## config.mk

```make
export PLATFORM = sky130hd
export DESIGN_NAME = frame_depacketizer_axis
export DESIGN_NICKNAME = d
export VERILOG_FILES = /design/src/rtl/frame_depacketizer_axis.sv
export SDC_FILE = /design/constraint.sdc
export NUM_CORES = 1
export LEC_CHECK = 0
export CAP_MARGIN = 5
export CELL_PAD_IN_SITES_DETAIL_PLACEMENT = 2
export CELL_PAD_IN_SITES_GLOBAL_PLACEMENT = 2
export CORE_MARGIN = 3
export CORE_UTILIZATION = 35
export CTS_CLUSTER_SIZE = 12
export DETAILED_ROUTE_END_ITERATION = 16
export PLACE_DENSITY = 0.76
export SLEW_MARGIN = 10
export SYNTH_ARGS = -nofsm -noshare
export SYNTH_HDL_FRONTEND = slang
export SYNTH_SLANG_ARGS = --single-unit
```

## constraint.sdc

```tcl
create_clock -name clk -period 3.2 [get_ports clk]
set_input_delay 0.32 -clock clk [delete_from_list [all_inputs] [get_ports clk]]
set_output_delay 0.32 -clock clk [all_outputs]
set_load 0.01 [all_outputs]
```

## src/rtl/frame_depacketizer_axis.sv

```systemverilog
`default_nettype none
// ============================================================================
//  Module      : frame_depacketizer_axis
//  Description : PSK receive-chain frame depacketizer. Locks onto a frame
//                start, strips a 32-bit BPSK header (MCS, length, signature),
//                removes the 180-degree phase ambiguity and packs BPSK/QPSK
//                payload symbols into AXI-Stream words with tlast. Flags
//                signature, timeout and overflow errors. One output word of
//                buffering (tvalid/tready handshake).
//  Revision    : 1.0 - initial release
// ============================================================================
module frame_depacketizer_axis #(
  parameter int         BYTES      = 1,
  parameter int         LEN_WIDTH  = 16,
  parameter logic [7:0] SIGNATURE  = 8'hA5,
  parameter int         TIMEOUT_CC = 1023
) (
  input  logic                 clk,
  input  logic                 rst,
  input  logic                 in_valid,
  input  logic [1:0]           in_sym,
  input  logic                 sof,
  input  logic                 sof_sgn,
  output logic [8*BYTES-1:0]   data_tdata,
  output logic                 data_tvalid,
  input  logic                 data_tready,
  output logic                 data_tlast,
  output logic                 data_tuser,
  output logic                 is_bpsk,
  output logic                 busy,
  output logic                 frame_done,
  output logic                 err_sig,
  output logic                 err_timeout,
  output logic                 overflow
);

  localparam int BITS  = 8 * BYTES;
  localparam int SYM_W = $clog2(BITS) + 1;
  // Gap counter only needs to reach TIMEOUT_CC-1; keep at least one bit.
  localparam int GAP_W = (TIMEOUT_CC < 2) ? 1 : $clog2(TIMEOUT_CC);

  typedef enum logic [1:0] {
    S_IDLE = 2'd0,
    S_HDR  = 2'd1,
    S_PLD  = 2'd2
  } state_t;

  state_t               state;
  logic                 sgn;
  logic [4:0]           hdr_cnt;
  logic [30:0]          hdr_sr;
  logic [SYM_W-1:0]     sym_cnt;
  logic [LEN_WIDTH-1:0] word_cnt;
  logic [LEN_WIDTH-1:0] len;
  logic [BITS-1:0]      pack;
  logic [GAP_W-1:0]     gap_cnt;

  logic [1:0]           sym_c;
  logic [31:0]          hdr_full;
  logic [BITS-1:0]      pack_next;
  logic                 word_done;
  logic                 last_word;
  logic                 gap_hit;
  logic                 slot_free;

  // Phase-corrected symbol and the header/payload values it would produce
  assign sym_c     = in_sym ^ {sgn, sgn};
  assign hdr_full  = {hdr_sr, sym_c[1]};
  assign pack_next = is_bpsk ? {pack[BITS-2:0], sym_c[1]} : {pack[BITS-3:0], sym_c};
  assign word_done = is_bpsk ? (sym_cnt == SYM_W'(BITS - 1)) : (sym_cnt == SYM_W'(BITS/2 - 1));
  assign last_word = (word_cnt == len - LEN_WIDTH'(1));
  // A zero TIMEOUT_CC disables the watchdog entirely.
  assign gap_hit   = (TIMEOUT_CC != 0) && !in_valid && (gap_cnt == GAP_W'(TIMEOUT_CC - 1));
  // The output register can take a new word if empty or being drained now.
  assign slot_free = !data_tvalid || data_tready;
  assign busy      = (state != S_IDLE);

  // Frame FSM, header parser, payload packer and output word register
  always_ff @(posedge clk) begin
    if (rst) begin
      state       <= S_IDLE;
      sgn         <= 1'b0;
      hdr_cnt     <= '0;
      hdr_sr      <= '0;
      sym_cnt     <= '0;
      word_cnt    <= '0;
      len         <= '0;
      pack        <= '0;
      gap_cnt     <= '0;
      data_tdata  <= '0;
      data_tvalid <= 1'b0;
      data_tlast  <= 1'b0;
      data_tuser  <= 1'b0;
      is_bpsk     <= 1'b1;
      frame_done  <= 1'b0;
      err_sig     <= 1'b0;
      err_timeout <= 1'b0;
      overflow    <= 1'b0;
    end else begin
      frame_done  <= 1'b0;
      err_sig     <= 1'b0;
      err_timeout <= 1'b0;
      overflow    <= 1'b0;

      // Downstream acceptance empties the slot; a same-cycle load below wins.
      if (data_tvalid && data_tready) begin
        data_tvalid <= 1'b0;
        data_tlast  <= 1'b0;
      end

      case (state)
        S_IDLE: begin
          if (sof) begin
            state    <= S_HDR;
            sgn      <= sof_sgn;
            hdr_cnt  <= '0;
            sym_cnt  <= '0;
            word_cnt <= '0;
            gap_cnt  <= '0;
            pack     <= '0;
          end
        end

        S_HDR: begin
          if (in_valid) begin
            gap_cnt <= '0;
            hdr_sr  <= hdr_full[30:0];
            hdr_cnt <= hdr_cnt + 5'd1;
            if (hdr_cnt == 5'd31) begin
              if (hdr_full[7:0] != SIGNATURE) begin
                err_sig <= 1'b1;
                state   <= S_IDLE;
              end else if (hdr_full[8 +: LEN_WIDTH] == '0) begin
                frame_done <= 1'b1;
                state      <= S_IDLE;
              end else begin
                state   <= S_PLD;
                is_bpsk <= hdr_full[31];
                len     <= hdr_full[8 +: LEN_WIDTH];
              end
            end
          end else if (gap_hit) begin
            err_timeout <= 1'b1;
            state       <= S_IDLE;
            is_bpsk     <= 1'b1;
          end else begin
            gap_cnt <= gap_cnt + GAP_W'(1);
          end
        end

        S_PLD: begin
          if (in_valid) begin
            gap_cnt <= '0;
            if (word_done) begin
              sym_cnt  <= '0;
              pack     <= '0;
              word_cnt <= word_cnt + LEN_WIDTH'(1);
              if (slot_free) begin
                data_tdata  <= pack_next;
                data_tvalid <= 1'b1;
                data_tlast  <= last_word;
                data_tuser  <= is_bpsk;
              end else begin
                // Held word still pending: drop the new one but keep counting
                // so tlast still lands on the right word index.
                overflow <= 1'b1;
              end
              if (last_word) begin
                frame_done <= 1'b1;
                state      <= S_IDLE;
                is_bpsk    <= 1'b1;
              end
            end else begin
              sym_cnt <= sym_cnt + SYM_W'(1);
              pack    <= pack_next;
            end
          end else if (gap_hit) begin
            // Partial word is discarded; a held complete word still drains.
            err_timeout <= 1'b1;
            state       <= S_IDLE;
            is_bpsk     <= 1'b1;
            sym_cnt     <= '0;
            pack        <= '0;
          end else begin
            gap_cnt <= gap_cnt + GAP_W'(1);
          end
        end

        default: begin
          state <= S_IDLE;
        end
      endcase
    end
  end

endmodule
`default_nettype wire

```

-- Yosys cells after proc, flatten, opt, wreduce, memory -nomap -nowiden
Index checks and enable logic that the tools add are counted.
- flip-flop bits (word level): 108
- bits in latches: 0
- bits in writable memories: 0
- ROM bits: 0
- bits of input ports: 8
- output and inout bits: 17
- word-level logic and storage cells: 140
- memories: 0
- $add $sub $neg: 5
- multipliers: 0
- div/mod/pow operators: 0
- magnitude comparators: 0
- eq/ne operators: 19
- shift-type cells: 0
- mux-type cells: 63
- bitwise operators: 9
- reductions and logical operators: 26
- operators with widths (cell ; number):
    $mux 16 ; 3
    $pmux 16 s2 ; 1
    $mux 10 ; 3
    $mux 1 ; 29
    $mux 7 ; 4
    $ne 3x3->1 const B ; 7
    $pmux 10 s2 ; 1
    $mux 2 ; 9
    $add 16x1->16 const B ; 1
    $eq 16x16->1 ; 1
    $logic_not 16->1 ; 1
    $mux 4 ; 4
    $sub 16x1->16 const B ; 1
    $pmux 7 s2 ; 1
    $reduce_and 4->1 ; 3
    $add 10x1->10 const B ; 1
    $eq 10x10->1 const B ; 1
    $mux 5 ; 2
    $pmux 5 s2 ; 1
    $reduce_bool 2->1 ; 5
    $reduce_and 3->1 ; 3
    $mux 8 ; 1
    $ne 2x2->1 const B ; 4
    $ne 8x8->1 const B ; 1
    22 further kinds ; 34

-- Longest topological paths before layout
Gate-level depths: netlist of the first run.
- depth after elaboration: 6
- gate-level depth with buffers: 11

-- Least setup slack after synthesis of the first run
No wires, ideal clock.
- path kind: flip-flop to flip-flop
- from: register len[0]
- to: register state[0]
- data arrival time: 2.533 ns
- path slack: 0.597 ns
- stages on the path, launching flop included: 11
- path buffers: 0
- cell sequence: dfxtp_1 -> inv_1 -> ha_1 -> or4b_4 -> or3_1 -> a21oi_1 -> o21ai_1 -> and4b_1 -> a21oi_2 -> or4_1 -> a21oi_1
- word-level cells in the longest chain between the ends: 4
- ends and longest elaborated chain (what ; RTL line ; text):
    start, declared ; 54 ; logic [LEN_WIDTH-1:0] len;
    start signal, assigned ; 139 ; len <= hdr_full[8 +: LEN_WIDTH];
    $sub 16x1->16 ; 71 ; assign last_word = (word_cnt == len - LEN_WIDTH'(1));
    $eq 16x16->1 ; 71 ;
    $ne 3x3->1 (no source line) ; n/a ;
    $reduce_and 4->1 (no source line) ; n/a ;
    end signal, assigned ; 81 ; state <= S_IDLE;
    end signal, assigned ; 114 ; state <= S_HDR;
    end signal, assigned ; 132 ; state <= S_IDLE;
    end, declared ; 48 ; state_t state;
No other way between the ends.
A chain may end at the register's enable or synchronous reset.

-- Worst setup path in the final report of the first run
Same ends and word-level chain as after synthesis.

==> impl_metrics.env, run 1 <==
export IMPL_leakage_nw=2.19
export IMPL_antenna_found_initial=0
export IMPL_hold_viol=0
export IMPL_mostFrequentLayoutCells="dfxtp_1, nand2_1, nor2_1"
export IMPL_hold_end="hdr_sr[26]"
export IMPL_design_area_um2=5760
export IMPL_cts_resized=0
export IMPL_cp_num_buf_inv=1
export IMPL_multi_input_area_um2=2710
export IMPL_n_antenna_cell=0
export IMPL_ys_warn_count=0
export IMPL_worstMarginPinSlew_ns=0.859
export IMPL_syn_nets=612
export IMPL_max_cap_violations=0
export IMPL_totalWireLength_mm=13.9
export IMPL_dieHeight_um=126
export IMPL_worst_r2r_cell_count=10
export IMPL_crit_slowest_cell="or4b_4"
export IMPL_min_period_ns=2.92
export IMPL_area_delta_synth_final_pct=14.5
export IMPL_synth_edf_count=0
export IMPL_ir_worst_vdd_mv=0.305
export IMPL_final_common_cell="dfxtp_1"
export IMPL_critPathMaxStageDelay_ns=0.54
export IMPL_status="finished clean"
export IMPL_numCtsBuffers=9
export IMPL_rsz0062_at_grt="no"
export IMPL_yosysTopAreaCellShare_pct=43.0
export IMPL_clock_fmax_ghz=0.342
export IMPL_n_fill_cell=1603
export IMPL_worstHoldPathType="flip-flop to flip-flop"
export IMPL_ant_nets=0
export IMPL_p_per_area_nw_per_um2=485
export IMPL_post_cts_buffers=0
export IMPL_path_cells="inv_1 > ha_1 > or4b_4 > or3_1 > a21oi_1 > o21ai_1 > and4b_1 > a21oi_2 > or4_1 > a21oi_1"
export IMPL_cts_sinks=108
export IMPL_power_frac_comb_pct=7.3
export IMPL_grt_max_degree=46
export IMPL_cts_hold_buf=0
export IMPL_cp_end_kind="flip-flop"
export IMPL_async_flop_share_pct=0
export IMPL_drt_first_pass_iters=4
export IMPL_intPower_w=0.00209
export IMPL_globalplace_congestion=0.810
export IMPL_r2r_end="state[0]"
export IMPL_drive_above_1_share_pct=5.56
export IMPL_track_usage_pct=18.3
export IMPL_place_area_um2=5440
export IMPL_core_area_um2=14000
export IMPL_cp_max_fo=7
export IMPL_start_util_pct=36.0
export IMPL_final_setup_tns_ns=0
export IMPL_via_count=4248
export IMPL_path_delay_family="simple AND/OR/NAND/NOR gates"
export IMPL_boundaryPins=25
export IMPL_die_w_um=126
export IMPL_slew_headroom_pct=42.7
export IMPL_wl_per_cell_um=17.5
export IMPL_drcViolationCount=0
export IMPL_slew_viol_final=0
export IMPL_worst_path_most_repeated_cell="a21oi_1"
export IMPL_synthCells=593
export IMPL_synth_cell_types=57
export IMPL_finClkSkew_ns=0.00690
export IMPL_reg2reg_from="len[0]"
export IMPL_seq_area_um2=2160
export IMPL_clk_path_buf_depth=2
export IMPL_yosysTopAreaCell="dfxtp_1"
export IMPL_setup_worst_path_class="flip-flop to flip-flop"
export IMPL_dieArea_um2=15800
export IMPL_period_share_pct=91.3
export IMPL_cts_tree="built"
export IMPL_finalSetupViolCount=0
export IMPL_final_nets=626
export IMPL_grt_pass1_vias=4716
export IMPL_min_delay_start="hdr_sr[26]"
export IMPL_crit_arrival_ns=3.20
export IMPL_grt_pass1_wl_mm=23.8
export IMPL_p_switching_w=0.000701
export IMPL_vias_per_cell=5.36
export IMPL_swShare_pct=25.1
export IMPL_crit_required_ns=3.48
export IMPL_hold_slack_ns=0.468
export IMPL_first_iter_violations=138
export IMPL_clk_pin_slew_worst_paths_ns=0.08
export IMPL_htreeDepth=3
export IMPL_ys_ff_latch=108
export IMPL_overflow=0
export IMPL_yosys_top_cells_area="dfxtp_1, nand2_1, mux2i_1, a21oi_1, nor2_1"
export IMPL_synth_area_um2=5030
export IMPL_pwr_share_clk_pct=43.3
export IMPL_post_dp_hpwl_mm=10.0
export IMPL_avgSynthCellArea_um2=8.48
export IMPL_io_buffer_count=24
export IMPL_reg2reg_slack_ns=0.28
export IMPL_start_kind="flip-flop"
export IMPL_yosysSeqAreaShare_pct=43.0
export IMPL_cts_root_buf="clkbuf_16"
export IMPL_synth_main_ff_cell="dfxtp_1"
export IMPL_clkLatencyLatePin_ns=0.36
export IMPL_rows=43
export IMPL_min_delay_path_depth=2
export IMPL_sequentialPowerShare_pct=49.3
per-stage QoR:
stage               util [%]  worst slack, ns  power, W  cells
floorplan                  -            0.597   0.00154    593
global placement        38.9            0.432   0.00160    776
detailed placement      38.9            0.314   0.00162    776
CTS                     41.2            0.270   0.00284    792
global route            41.2           0.0786   0.00291    792
finish                  41.2            0.280   0.00279    792
power groups by stage:
stage,Clock [W],Combinational (W),Sequential (W)
global placement,0,0.000197,0.00141
global route,0.00130,0.000234,0.00138
detailed placement,0,0.000208,0.00141
CTS,0.00125,0.000210,0.00138
finish,0.00121,0.000205,0.00138
floorplan,0,0.000138,0.00140
registers in the layout, summed over array words and instances, names as in the netlist, 2 cells and up:
signal and count:
hdr_cnt 5, state 2, gap_cnt 10, hdr_sr 31, data_tdata 8, sym_cnt 4, word_cnt 16, pack 7
len 16
worst min-delay path, cell delays in order (launching register included):
cell	delay (ns)
dfxtp_1	0.31
nand2_1	0.05
a21oi_1	0.06
worst max-delay path by stage:
| stage | startpoint | cells past startpoint | end |
|---|---|---|---|
| detailed placement | len[0] | 10 | state[0] |
| finish | len[0] | 10 | state[0] |
| CTS | len[0] | 10 | state[0] |
| global placement | len[0] | 10 | state[0] |
| global route | len[0] | 10 | state[0] |
| floorplan | len[0] | 10 | state[0] |
routing by layer:
layer | track usage [%] | up-vias | wire (um) | part of all wire [%]
li1 | - | 2074 | - | -
met1 | 20.7 | 2133 | 5910 | 43
met2 | 34.8 | 29 | 7520 | 54
met3 | 4.45 | 12 | 298 | 2.1
met4 | 3.79 | 0 | 164 | 1.2
met5 | 0 | - | 0 | 0
Yosys cell counts (2+ instances only):
library cell,count
a22oi_1,4
and2_1,6
or4_1,3
o22a_1,2
nor2_1,73
o21ai_0,12
o21bai_1,4
a21oi_1,55
xor2_1,28
nand3b_1,3
a21o_1,4
mux2i_1,28
nand4_1,9
clkbuf_1,25
dfxtp_1,108
nor3_1,8
xnor2_1,18
ha_1,11
nand2b_1,8
nor2b_1,2
and3_1,6
nand2_1,81
inv_1,11
buf_1,3
or3_1,5
o31ai_1,2
o21ai_1,3
nand3_1,19
and4_1,4
a211oi_1,13
nor4_1,9
kinds of logic after synthesis:
group | count (synthesis) | synth area share [%]
and+or+nand+nor | 248 | 24.1
xor gates and xnor gates | 46 | 8.01
buffers and inverters | 41 | 3.13
AOI/OAI and AO/OA | 109 | 13.0
adders and majority gates | 11 | 2.74
DFF | 108 | 43.0
muxes | 30 | 6.02
final cells by class:
class | instances | share of cell area, %
inverter | 12 | 0.782
tap | 180 | 3.91
timing repair buffer | 32 | 5.13
clock inverter | 5 | 1.15
clock buffer | 11 | 4.39
multi-input combinational | 444 | 47.1
sequential | 108 | 37.6
Power figures use the tool's default switching activity.
==> inputs of run 2 (changes only) <==
--- a/config.mk
+++ b/config.mk
@@ -8,6 +8,7 @@
 export CAP_MARGIN = 5
 export CELL_PAD_IN_SITES_DETAIL_PLACEMENT = 2
 export CELL_PAD_IN_SITES_GLOBAL_PLACEMENT = 2
+export CORE_ASPECT_RATIO = 0.75
 export CORE_MARGIN = 3
 export CORE_UTILIZATION = 35
 export CTS_CLUSTER_SIZE = 12
==> constraint.sdc (replaced) <==
create_clock -name clk -period 2.8 [get_ports clk]
set_input_delay 0.28 -clock clk [delete_from_list [all_inputs] [get_ports clk]]
set_output_delay 0.28 -clock clk [all_outputs]
set_load 0.01 [all_outputs]
==> run 2 against run 1 <==
Sequential power up 14%. Maximum frequency increased by 6.7%. Critical path depth shrank 2. Critical endpoint unchanged. Clock power is essentially flat.
==> impl_metrics.env, run 2 (synthesized netlist as in run 1, its figures left out) <==
export IMPL_status="finished clean"
export IMPL_period_share_pct=97.7
export IMPL_ant_nets=0
export IMPL_dieHeight_um=110
export IMPL_cp_end_kind="flip-flop"
export IMPL_hold_viol=0
export IMPL_p_per_area_nw_per_um2=520
export IMPL_largest_register="hdr_sr"
export IMPL_start_kind="flip-flop"
export IMPL_totalWireLength_mm=14.0
export IMPL_wl_per_cell_um=17.6
export IMPL_die_w_um=144
export IMPL_place_area_um2=5490
export IMPL_setup_worst_path_class="flip-flop to flip-flop"
export IMPL_post_dp_hpwl_mm=10.1
export IMPL_worstMarginPinSlew_ns=0.645
export IMPL_drcViolationCount=0
export IMPL_boundaryPins=25
export IMPL_max_cap_violations=0
export IMPL_crit_arrival_ns=3.01
export IMPL_power_w=0.00304
export IMPL_area_delta_synth_final_pct=16.3
export IMPL_via_count=4322
export IMPL_vias_per_cell=5.42
export IMPL_grt_max_degree=49
export IMPL_clk_path_buf_depth=2
export IMPL_design_area_um2=5850
export IMPL_worstHoldPathType="primary input to flip-flop"
export IMPL_finalSetupViolCount=0
export IMPL_clk_pin_slew_worst_paths_ns=0.08
export IMPL_crit_required_ns=3.08
export IMPL_globalplace_congestion=0.872
export IMPL_finClkSkew_ns=0.0120
export IMPL_first_iter_violations=159
export IMPL_cp_max_fo=7
export IMPL_cts_root_buf="clkbuf_16"
export IMPL_rows=37
export IMPL_min_period_ns=2.74
export IMPL_mostFrequentLayoutCells="dfxtp_1, nand2_1, nor2_1"
export IMPL_leakage_nw=2.24
export IMPL_clkLatencyLatePin_ns=0.35
export IMPL_slew_viol_final=0
export IMPL_ir_worst_vdd_mv=0.277
export IMPL_drive_above_1_share_pct=8.37
export IMPL_reg_top3="hdr_sr: 31 flops, len: 16 flops, word_cnt: 16 flops"
export IMPL_drt_first_pass_iters=4
export IMPL_largest_reg_flops=31
export IMPL_cts_tree="built"
export IMPL_antenna_found_initial=0
export IMPL_htreeDepth=3
export IMPL_clock_fmax_ghz=0.365
export IMPL_final_common_cell="dfxtp_1"
export IMPL_grt_pass1_wl_mm=23.1
export IMPL_n_fill_cell=1534
export IMPL_track_usage_pct=18.2
export IMPL_core_area_um2=13900
export IMPL_slew_headroom_pct=57.0
export IMPL_final_nets=635
export IMPL_cts_sinks=108
export IMPL_start_util_pct=36.2
export IMPL_io_buffer_count=24
export IMPL_numCtsBuffers=9
export IMPL_dieArea_um2=15900
export IMPL_overflow=0
export IMPL_grt_pass1_vias=4381
export IMPL_cts_hold_buf=0
[run 2: cell type report]
cell class	instances	area (um^2)	area share (%)
antenna	1	2.50	0.0428
clock buffer	10	229	3.91
clock inverter	6	47.5	0.813
inverter	12	45.0	0.770
multi-input combinational	444	2760	47.3
sequential	108	2170	37.0
tap	175	219	3.74
timing repair buffer	41	375	6.42
[run 2: power breakdown]
part           internal (W)  switching, W
clock              0.000615      0.000607
combinational     0.0000817      0.000164
sequential          0.00155     0.0000194
[run 2: path summary, 6_finish.rpt]
| check | start | to | slack [ns] | depth (start not counted) |
|---|---|---|---|---|
| setup / recovery | len[0] | state[0] | 0.06 | 8 |
| setup reg to reg | len[0] | state[0] | 0.06 | 8 |
| hold reg to reg | hdr_sr[27] | hdr_sr[28] | 0.46 | 2 |
| hold / removal | rst | data_tdata[1] | 0.44 | 2 |
[run 2: layer usage]
metal	GRT usage (%)	wire, um	up-vias
met3	3.52	301	16
met4	4.26	171	0
met5	0	0	-
met1	26.5	7200	2152
li1	-	-	2107
met2	27.8	6370	47
[run 2: worst max-delay path, stage by stage (launching register included)]
cell	delay (ns)
dfxtp_4	0.37
nor2_1	0.42
and2_1	0.32
a31oi_1	0.13
a311oi_1	0.40
and4b_2	0.38
a21oi_4	0.08
or4_4	0.43
a21oi_2	0.15
[run 2: stage by stage]
| stage | util, % | setup TNS [ns] | setup WS (ns) | hold WS, ns | cells |
|---|---|---|---|---|---|
| detailed placement | 39.5 | 0 | 0.0193 | 0.453 | 777 |
| global placement | 39.5 | 0 | 0.214 | 0.440 | 777 |
| floorplan | - | 0 | 0.197 | 0.427 | 593 |
| global route | 42.1 | -0.0584 | -0.0584 | 0.468 | 796 |
| CTS | 41.5 | 0 | 0.00800 | 0.442 | 793 |
| finish | 42.1 | 0 | 0.0631 | 0.445 | 797 |
[run 2: repair_timing]
item                                    CTS  global route
buffers inserted                          0             3
resized for setup                         0            14
endpoints found under the setup margin    0             2
==> inputs of run 3 (changes only) <==
--- a/config.mk
+++ b/config.mk
@@ -5,6 +5,7 @@
 export SDC_FILE = /design/constraint.sdc
 export NUM_CORES = 1
 export LEC_CHECK = 0
+export ABC_CLOCK_PERIOD_IN_PS = 2800
 export CAP_MARGIN = 5
 export CELL_PAD_IN_SITES_DETAIL_PLACEMENT = 2
 export CELL_PAD_IN_SITES_GLOBAL_PLACEMENT = 2
@@ -14,6 +15,7 @@
 export CTS_CLUSTER_SIZE = 12
 export DETAILED_ROUTE_END_ITERATION = 16
 export PLACE_DENSITY = 0.76
+export SKIP_LAST_GASP = 1
 export SLEW_MARGIN = 10
 export SYNTH_ARGS = -nofsm -noshare
 export SYNTH_HDL_FRONTEND = slang
==> results of run 3 <==
No change in the layout: final DEF, timing and power equal those of run 2.
